<file path="config.mk">
export PLATFORM = sky130hd
export DESIGN_NAME = multicycle_control_flat
export DESIGN_NICKNAME = d
export VERILOG_FILES = /design/src/rtl/multicycle_control_if.sv /design/src/rtl/multicycle_control.sv /design/src/flat_wrapper.sv
export SDC_FILE = /design/constraint.sdc
export NUM_CORES = 1
export LEC_CHECK = 0
export CORE_MARGIN = 10
export CORE_UTILIZATION = 35
export DETAILED_ROUTE_END_ITERATION = 8
export GPL_TIMING_DRIVEN = 0
export PLACE_DENSITY_LB_ADDON = 0.05
export SLEW_MARGIN = 20
export SYNTH_ARGS = -nofsm -noshare
export SYNTH_HDL_FRONTEND = slang
export SYNTH_SLANG_ARGS = --single-unit
</file>
<file path="constraint.sdc">
create_clock -name clk -period 2.1 [get_ports clk]
set_input_delay 0.63 -clock clk [delete_from_list [all_inputs] [get_ports clk]]
set_output_delay 0.63 -clock clk [all_outputs]
set_load 0.005 [all_outputs]
</file>
<file path="src/rtl/multicycle_control_if.sv">
// Control bus between the multicycle MIPS controller and its datapath:
// instruction fields and interrupt in, mux selects and write enables out.
interface multicycle_control_if;
    logic [5:0] op;
    logic [5:0] funct;
    logic       irq;
    logic [1:0] aluControl;
    logic [1:0] aluSrcB;
    logic       ALUSrcA;
    logic       PCSource;
    logic       lorD;
    logic       RegDst;
    logic       MemtoReg;
    logic       PCWrite;
    logic       isBranch;
    logic       IRWrite;
    logic       MemWrite;
    logic       RegWrite;
    logic       isInterrupted;
    logic       illegalOp;
    logic [3:0] state;

    modport slave (
        input  op, funct, irq,
        output aluControl, aluSrcB, ALUSrcA, PCSource, lorD, RegDst, MemtoReg,
               PCWrite, isBranch, IRWrite, MemWrite, RegWrite, isInterrupted,
               illegalOp, state
    );

    modport master (
        output op, funct, irq,
        input  aluControl, aluSrcB, ALUSrcA, PCSource, lorD, RegDst, MemtoReg,
               PCWrite, isBranch, IRWrite, MemWrite, RegWrite, isInterrupted,
               illegalOp, state
    );
endinterface

</file>
<file path="src/rtl/multicycle_control.sv">
// Moore FSM controller for a multicycle MIPS subset (lw, sw, R-type, beq, addi)
// with a deferred interrupt that redirects the PC at the next instruction fetch.
module multicycle_control (
    input  logic                  clk,
    input  logic                  reset,
    multicycle_control_if.slave   bus
);
    typedef enum logic [3:0] {
        FETCH   = 4'd0,
        DECODE  = 4'd1,
        MEMADR  = 4'd2,
        MEMRD   = 4'd3,
        MEMWB   = 4'd4,
        MEMWR   = 4'd5,
        EXEC    = 4'd6,
        ALUWB   = 4'd7,
        BRANCH  = 4'd8,
        ADDIEX  = 4'd9,
        ADDIWB  = 4'd10,
        ILLEGAL = 4'd11
    } state_t;

    localparam logic [5:0] OP_LW   = 6'b100011;
    localparam logic [5:0] OP_SW   = 6'b101011;
    localparam logic [5:0] OP_RTYP = 6'b000000;
    localparam logic [5:0] OP_BEQ  = 6'b000100;
    localparam logic [5:0] OP_ADDI = 6'b001000;

    localparam logic [1:0] ALU_ADD = 2'b00;
    localparam logic [1:0] ALU_SUB = 2'b01;
    localparam logic [1:0] ALU_AND = 2'b10;
    localparam logic [1:0] ALU_OR  = 2'b11;

    state_t      state_q, state_d;
    logic        irq_pending_q, irq_pending_d;
    logic [31:0] retired_q, retired_d;
    logic        funct_ok;
    logic [1:0]  exec_alu;
    logic        retire;

    always_comb begin
        funct_ok = 1'b1;
        exec_alu = ALU_ADD;
        case (bus.funct)
            6'b100000: exec_alu = ALU_ADD;
            6'b100010: exec_alu = ALU_SUB;
            6'b100100: exec_alu = ALU_AND;
            6'b100101: exec_alu = ALU_OR;
            default:   funct_ok = 1'b0;
        endcase
    end

    always_comb begin
        state_d = FETCH;
        case (state_q)
            FETCH:  state_d = DECODE;
            DECODE: begin
                case (bus.op)
                    OP_LW, OP_SW: state_d = MEMADR;
                    OP_RTYP:      state_d = EXEC;
                    OP_BEQ:       state_d = BRANCH;
                    OP_ADDI:      state_d = ADDIEX;
                    default:      state_d = ILLEGAL;
                endcase
            end
            MEMADR: state_d = (bus.op == OP_LW) ? MEMRD : MEMWR;
            MEMRD:  state_d = MEMWB;
            EXEC:   state_d = funct_ok ? ALUWB : ILLEGAL;
            ADDIEX: state_d = ADDIWB;
            default: state_d = FETCH;
        endcase

        // A new request wins over the clear performed at the end of FETCH.
        irq_pending_d = bus.irq | (irq_pending_q & (state_q != FETCH));

        retire    = (state_q == MEMWB) || (state_q == MEMWR) || (state_q == ALUWB) ||
                    (state_q == BRANCH) || (state_q == ADDIWB);
        retired_d = retire ? retired_q + 32'd1 : retired_q;
    end

    always_ff @(posedge clk or posedge reset) begin
        if (reset) begin
            state_q       <= FETCH;
            irq_pending_q <= 1'b0;
            retired_q     <= 32'd0;
        end else begin
            state_q       <= state_d;
            irq_pending_q <= irq_pending_d;
            retired_q     <= retired_d;
        end
    end

    always_comb begin
        bus.aluControl    = ALU_ADD;
        bus.aluSrcB       = 2'b00;
        bus.ALUSrcA       = 1'b0;
        bus.PCSource      = 1'b0;
        bus.lorD          = 1'b0;
        bus.RegDst        = 1'b0;
        bus.MemtoReg      = 1'b0;
        bus.PCWrite       = 1'b0;
        bus.isBranch      = 1'b0;
        bus.IRWrite       = 1'b0;
        bus.MemWrite      = 1'b0;
        bus.RegWrite      = 1'b0;
        bus.isInterrupted = 1'b0;
        bus.illegalOp     = 1'b0;
        bus.state         = state_q;
        case (state_q)
            FETCH: begin
                bus.IRWrite       = 1'b1;
                bus.PCWrite       = 1'b1;
                bus.aluSrcB       = 2'b01;
                bus.isInterrupted = irq_pending_q;
            end
            DECODE:  bus.aluSrcB = 2'b11;
            MEMADR: begin
                bus.ALUSrcA = 1'b1;
                bus.aluSrcB = 2'b10;
            end
            MEMRD:   bus.lorD = 1'b1;
            MEMWB: begin
                bus.MemtoReg = 1'b1;
                bus.RegWrite = 1'b1;
            end
            MEMWR: begin
                bus.lorD     = 1'b1;
                bus.MemWrite = 1'b1;
            end
            EXEC: begin
                bus.ALUSrcA    = 1'b1;
                bus.aluControl = exec_alu;
            end
            ALUWB: begin
                bus.RegDst   = 1'b1;
                bus.RegWrite = 1'b1;
            end
            BRANCH: begin
                bus.ALUSrcA    = 1'b1;
                bus.aluControl = ALU_SUB;
                bus.PCSource   = 1'b1;
                bus.isBranch   = 1'b1;
            end
            ADDIEX: begin
                bus.ALUSrcA = 1'b1;
                bus.aluSrcB = 2'b10;
            end
            ADDIWB:  bus.RegWrite  = 1'b1;
            ILLEGAL: bus.illegalOp = 1'b1;
            default: ;
        endcase
        // Enables must drop the instant reset rises, not at the next edge.
        if (reset) begin
            bus.PCWrite       = 1'b0;
            bus.IRWrite       = 1'b0;
            bus.MemWrite      = 1'b0;
            bus.RegWrite      = 1'b0;
            bus.isBranch      = 1'b0;
            bus.isInterrupted = 1'b0;
            bus.illegalOp     = 1'b0;
        end
    end
endmodule
</file>
<file path="src/flat_wrapper.sv">
// flat-port wrapper written by rule: the top's interface ports become plain ports
module multicycle_control_flat 
  (clk, reset, bus_op, bus_funct, bus_irq, bus_aluControl, bus_aluSrcB, bus_ALUSrcA, bus_PCSource, bus_lorD, bus_RegDst, bus_MemtoReg, bus_PCWrite, bus_isBranch, bus_IRWrite, bus_MemWrite, bus_RegWrite, bus_isInterrupted, bus_illegalOp, bus_state);
  multicycle_control_if bus_i ();
  input  logic clk;
  input  logic reset;
  input wire logic [$bits(bus_i.op)-1:0] bus_op;
  input wire logic [$bits(bus_i.funct)-1:0] bus_funct;
  input wire logic [$bits(bus_i.irq)-1:0] bus_irq;
  output wire logic [$bits(bus_i.aluControl)-1:0] bus_aluControl;
  output wire logic [$bits(bus_i.aluSrcB)-1:0] bus_aluSrcB;
  output wire logic [$bits(bus_i.ALUSrcA)-1:0] bus_ALUSrcA;
  output wire logic [$bits(bus_i.PCSource)-1:0] bus_PCSource;
  output wire logic [$bits(bus_i.lorD)-1:0] bus_lorD;
  output wire logic [$bits(bus_i.RegDst)-1:0] bus_RegDst;
  output wire logic [$bits(bus_i.MemtoReg)-1:0] bus_MemtoReg;
  output wire logic [$bits(bus_i.PCWrite)-1:0] bus_PCWrite;
  output wire logic [$bits(bus_i.isBranch)-1:0] bus_isBranch;
  output wire logic [$bits(bus_i.IRWrite)-1:0] bus_IRWrite;
  output wire logic [$bits(bus_i.MemWrite)-1:0] bus_MemWrite;
  output wire logic [$bits(bus_i.RegWrite)-1:0] bus_RegWrite;
  output wire logic [$bits(bus_i.isInterrupted)-1:0] bus_isInterrupted;
  output wire logic [$bits(bus_i.illegalOp)-1:0] bus_illegalOp;
  output wire logic [$bits(bus_i.state)-1:0] bus_state;
  assign bus_i.op = bus_op;
  assign bus_i.funct = bus_funct;
  assign bus_i.irq = bus_irq;
  assign bus_aluControl = bus_i.aluControl;
  assign bus_aluSrcB = bus_i.aluSrcB;
  assign bus_ALUSrcA = bus_i.ALUSrcA;
  assign bus_PCSource = bus_i.PCSource;
  assign bus_lorD = bus_i.lorD;
  assign bus_RegDst = bus_i.RegDst;
  assign bus_MemtoReg = bus_i.MemtoReg;
  assign bus_PCWrite = bus_i.PCWrite;
  assign bus_isBranch = bus_i.isBranch;
  assign bus_IRWrite = bus_i.IRWrite;
  assign bus_MemWrite = bus_i.MemWrite;
  assign bus_RegWrite = bus_i.RegWrite;
  assign bus_isInterrupted = bus_i.isInterrupted;
  assign bus_illegalOp = bus_i.illegalOp;
  assign bus_state = bus_i.state;
  multicycle_control u_core (.clk(clk), .reset(reset), .bus(bus_i));
endmodule
</file>
==> flow_results.xml <==
<?xml version="1.0" encoding="UTF-8"?>
<metrics>
  <group name="run_status">
    <metric name="run_status" unit="">complete, but fails checks</metric>
    <metric name="violations" unit="">setup timing</metric>
  </group>
  <group name="clock_network">
    <metric name="longest_clk_path_bufs" unit="">2</metric>
    <metric name="cts_tree" unit="">yes</metric>
    <metric name="cts_buf_count" unit="">3</metric>
    <metric name="clock_sinks" unit="">5</metric>
    <metric name="cts.htree.levels" unit="">1</metric>
    <metric name="cts_root_buf" unit="">sky130_fd_sc_hd__clkbuf_4</metric>
    <metric name="cts.clk_slew.worst_paths" unit="ns">0.06</metric>
    <metric name="worstSkewPairLatency" unit="ns">0.27</metric>
  </group>
  <group name="sta">
    <metric name="setup_viol_count_final" unit="">9</metric>
    <metric name="slew_headroom" unit="%">78.5</metric>
    <metric name="layout_min_cycle_time" unit="ns">2.28</metric>
    <metric name="timing_max_transition_violations_final" unit="">0</metric>
    <metric name="worst_slew_pin_slew" unit="ns">0.314</metric>
    <metric name="clock_skew" unit="ns">0.0108</metric>
    <metric name="report.final.hold_viol_count" unit="">0</metric>
    <metric name="rsz0062_at_grt" unit="">yes</metric>
    <metric name="max_clock_freq" unit="MHz">439</metric>
    <metric name="finalWorstSetupSlack" unit="ns">-0.179</metric>
    <metric name="worst_hold_slack" unit="ns">0.501</metric>
    <metric name="final_period_util" unit="%">109</metric>
  </group>
  <group name="yosys">
    <metric name="synth_fp_nets" unit="">83</metric>
    <metric name="yosysUniqueCellTypes" unit="">35</metric>
    <metric name="ys_seq_elements" unit="">5</metric>
    <metric name="synthesis.area" unit="sq um">531</metric>
    <metric name="postSynthCellCount" unit="">68</metric>
    <metric name="synth_seq_area_share" unit="%">23.6</metric>
    <metric name="synthesis.yosys.warnings" unit="">0</metric>
    <metric name="syn_avg_cell_area" unit="sq um">7.80</metric>
  </group>
  <group name="route">
    <metric name="post-route-drc-count" unit="">0</metric>
    <metric name="dr_total_vias" unit="">787</metric>
    <metric name="starting_drt_drc_count" unit="">24</metric>
    <metric name="ant_nets" unit="">0</metric>
    <metric name="dr.pass1.iters" unit="">4</metric>
    <metric name="finalWirelength" unit="mm">2.58</metric>
    <metric name="wl_per_cell" unit="um">18.4</metric>
    <metric name="detail_route.vias_per_cell" unit="">5.62</metric>
  </group>
  <group name="placed_design">
    <metric name="dp_hpwl" unit="mm">1.50</metric>
    <metric name="placed_cells" unit="">117</metric>
    <metric name="gpl.final_weighted_congestion" unit="">0.835</metric>
    <metric name="dp_worst_setup_slack" unit="ns">-0.713</metric>
    <metric name="number_of_port_buffers" unit="">34</metric>
  </group>
  <group name="critical_path">
    <metric name="critical_path.max_stage_delay" unit="ns">0.49</metric>
    <metric name="crit_path_top_delay_cell" unit="">sky130_fd_sc_hd__or4_4</metric>
    <metric name="worst-setup-path-type" unit="">flip-flop to output pin</metric>
    <metric name="cp.required" unit="ns">1.47</metric>
    <metric name="critical_path.startpoint_type" unit="">flip-flop</metric>
    <metric name="critical_path.endpoint_type" unit="">output pin</metric>
    <metric name="critical_path_arrival" unit="ns">1.65</metric>
    <metric name="critPathTopFamily" unit="">simple AND/OR/NAND/NOR gates</metric>
    <metric name="crit_path_cell_trace" unit="">buf_6 -&gt; or4_4 -&gt; nor2_4 -&gt; and2_1 -&gt; buf_2</metric>
    <metric name="r2r_start" unit="">u_core.bus.state[3]$_DFF_PP0_</metric>
    <metric name="timing.critical_path.from" unit="">u_core.bus.state[3]$_DFF_PP0_</metric>
    <metric name="worst-path-buf-inv" unit="">2</metric>
    <metric name="critPathMaxFanout" unit="">3</metric>
  </group>
  <group name="floorplanning">
    <metric name="num_rows" unit="">13</metric>
    <metric name="num_io_pins" unit="">35</metric>
    <metric name="die-area" unit="sq mm">0.00347</metric>
    <metric name="chipHeight" unit="um">58.9</metric>
    <metric name="floorplan.initialDensity" unit="%">38.8</metric>
    <metric name="core_area" unit="sq mm">0.00137</metric>
    <metric name="die_x" unit="um">58.9</metric>
  </group>
  <group name="global_routing">
    <metric name="grt_pass1_vias" unit="">734</metric>
    <metric name="grt_max_degree" unit="">11</metric>
    <metric name="grt_first_pass_wirelength" unit="mm">3.60</metric>
    <metric name="antenna_violations_before_repair" unit="">0</metric>
    <metric name="global_route.usage.total" unit="%">12.8</metric>
    <metric name="grt.overflow.total" unit="">0</metric>
  </group>
  <group name="layout">
    <metric name="fillers" unit="">70</metric>
    <metric name="diodes" unit="">0</metric>
    <metric name="drive_gt1_share" unit="%">53.6</metric>
    <metric name="layout.cells.most_common" unit="">sky130_fd_sc_hd__buf_4</metric>
    <metric name="multiInputGateArea" unit="sq um">487</metric>
    <metric name="regArea" unit="sq um">126</metric>
    <metric name="area_growth" unit="%">120</metric>
    <metric name="top_library_cells_by_usage_in_the_layout_fill_and_taps_aside" unit="">15 x sky130_fd_sc_hd__buf_4, 11 x sky130_fd_sc_hd__clkdlybuf4s50_1, 10 x sky130_fd_sc_hd__buf_6, 8 x sky130_fd_sc_hd__buf_2, 7 x sky130_fd_sc_hd__dlygate4sd2_1</metric>
    <metric name="fin_nets" unit="">141</metric>
    <metric name="layoutNonFillerInstCount" unit="">140</metric>
  </group>
  <group name="hold_path">
    <metric name="hold_crit_path_type" unit="">flip-flop to flip-flop</metric>
    <metric name="hp-start" unit="">u_core.irq_pending_q$_DFF_PP0_</metric>
  </group>
  <group name="run">
    <metric name="cap_viol_max_count" unit="">0</metric>
  </group>
  <group name="power_and_ir_drop">
    <metric name="ir_drop" unit="uV">930</metric>
    <metric name="power.density_cell_area" unit="mW/mm^2">1300</metric>
    <metric name="static_leakage" unit="nW">0.537</metric>
    <metric name="post-layout-total-power" unit="mW">1.51</metric>
  </group>
</metrics>
[cells by family (layout without fill, tap and decap cells)]
kind of cell	after synthesis	count (layout)	synth area share, %
buffers and inverters	9	66	7.55
flip-flops	5	5	23.6
XOR/XNOR	2	2	3.30
multiplexers	1	1	1.89
AO/OA/AOI/OAI	16	16	21.7
AND/OR/NAND/NOR	35	35	42.0
[power by group]
group          internal, mW  total, mW  switching, mW  leakage, nW
Clock                0.0699      0.127         0.0569       0.0177
Combinational         0.653       1.20          0.544        0.461
Sequential            0.145      0.190         0.0452       0.0587
[state kept, by name (all words and copies together), names as in the netlist]
signal                flops
u_core.irq_pending_q      1
u_core.bus.state          4
[what timing repair did]
item / CTS / global route
hold buffers: 0 / 0
pin swaps: 10 / 9
resized for setup: 86 / 23
setup endpoints to repair: 16 / 15
gates cloned: 0 / 0
buffers inserted: 12 / 7
[area by class of cell]
cell class	count	share of cell area, %
clock inverter	1	0.428
tap	15	1.61
clock buffer	3	1.93
sequential	5	10.8
buffer	5	4.18
inverter	4	1.28
multi-input combinational	54	41.6
timing repair buffer	53	38.1
[metal layers]
layer  share of wire [%]  global-route usage, %  vias to the layer above
li1                    -                      -                      370
met1                  38                   14.4                      374
met2                  50                   22.1                       39
met3                  10                   5.36                        4
met4                 1.2                   1.97                        0
met5                   0                      0                        -
[per-stage QoR]
stage | setup TNS (ns) | util, % | instance area (sq um)
after floorplan | 0 | - | 531
after global placement | -5.07 | 65.1 | 890
after detailed placement | -5.27 | 65.1 | 890
after CTS | -0.573 | 78.8 | 1080
after global routing | -1.56 | 85.5 | 1170
final | -0.972 | 85.5 | 1170
[path summary, 6_finish.rpt]
path                       cells past startpoint                             end  slack (ns)
max in group asynchronous                      3   u_core.bus.state[0]$_DFF_PP0_        1.37
min reg2reg                                    1  u_core.irq_pending_q$_DFF_PP0_        0.50
max                                            5               bus_isInterrupted       -0.18
min in group asynchronous                      3  u_core.irq_pending_q$_DFF_PP0_        0.59
max reg2reg                                    7   u_core.bus.state[3]$_DFF_PP0_        0.29
min                                            1  u_core.irq_pending_q$_DFF_PP0_        0.50
[Yosys cell counts, drive strengths merged]
master  number  share of area (%)
nor3         6                5.7
dfrtp        5                 24
nand2        5                3.5
inv          4                2.8
a21oi        3                2.8
buf          3                3.3
nor2         3                2.1
nor3b        3                4.2
or3b         3                5.0
or4          3                5.7
a21o         2                2.8
clkbuf       2                1.4
nand2b       2                2.4
nor4         2                2.4
o21ai        2                1.9
o22ai        2                2.4
xnor2        2                3.3
a211o        1                1.7
and2         1                1.2
and3         1                1.2
mux2i        1                1.9
nand3        1               0.94
nand3b       1                1.4
nand4b       1                1.7
nor2b        1                1.2
nor4b        1                1.7
nor4bb       1                1.9
o211ai       1                2.4
o21a         1                1.4
o21bai       1                1.4
o221ai       1                1.7
o31a         1                1.7
o32ai        1                1.7
[worst reg2reg max path: stages, from the launching register on]
cell,delay [ns]
sky130_fd_sc_hd__dfrtp_1,0.42
sky130_fd_sc_hd__buf_4,0.16
sky130_fd_sc_hd__buf_6,0.11
sky130_fd_sc_hd__or3b_4,0.39
sky130_fd_sc_hd__buf_4,0.15
sky130_fd_sc_hd__buf_4,0.13
sky130_fd_sc_hd__a211o_1,0.26
sky130_fd_sc_hd__o221ai_1,0.09
(Power assumes the default switching activity.)
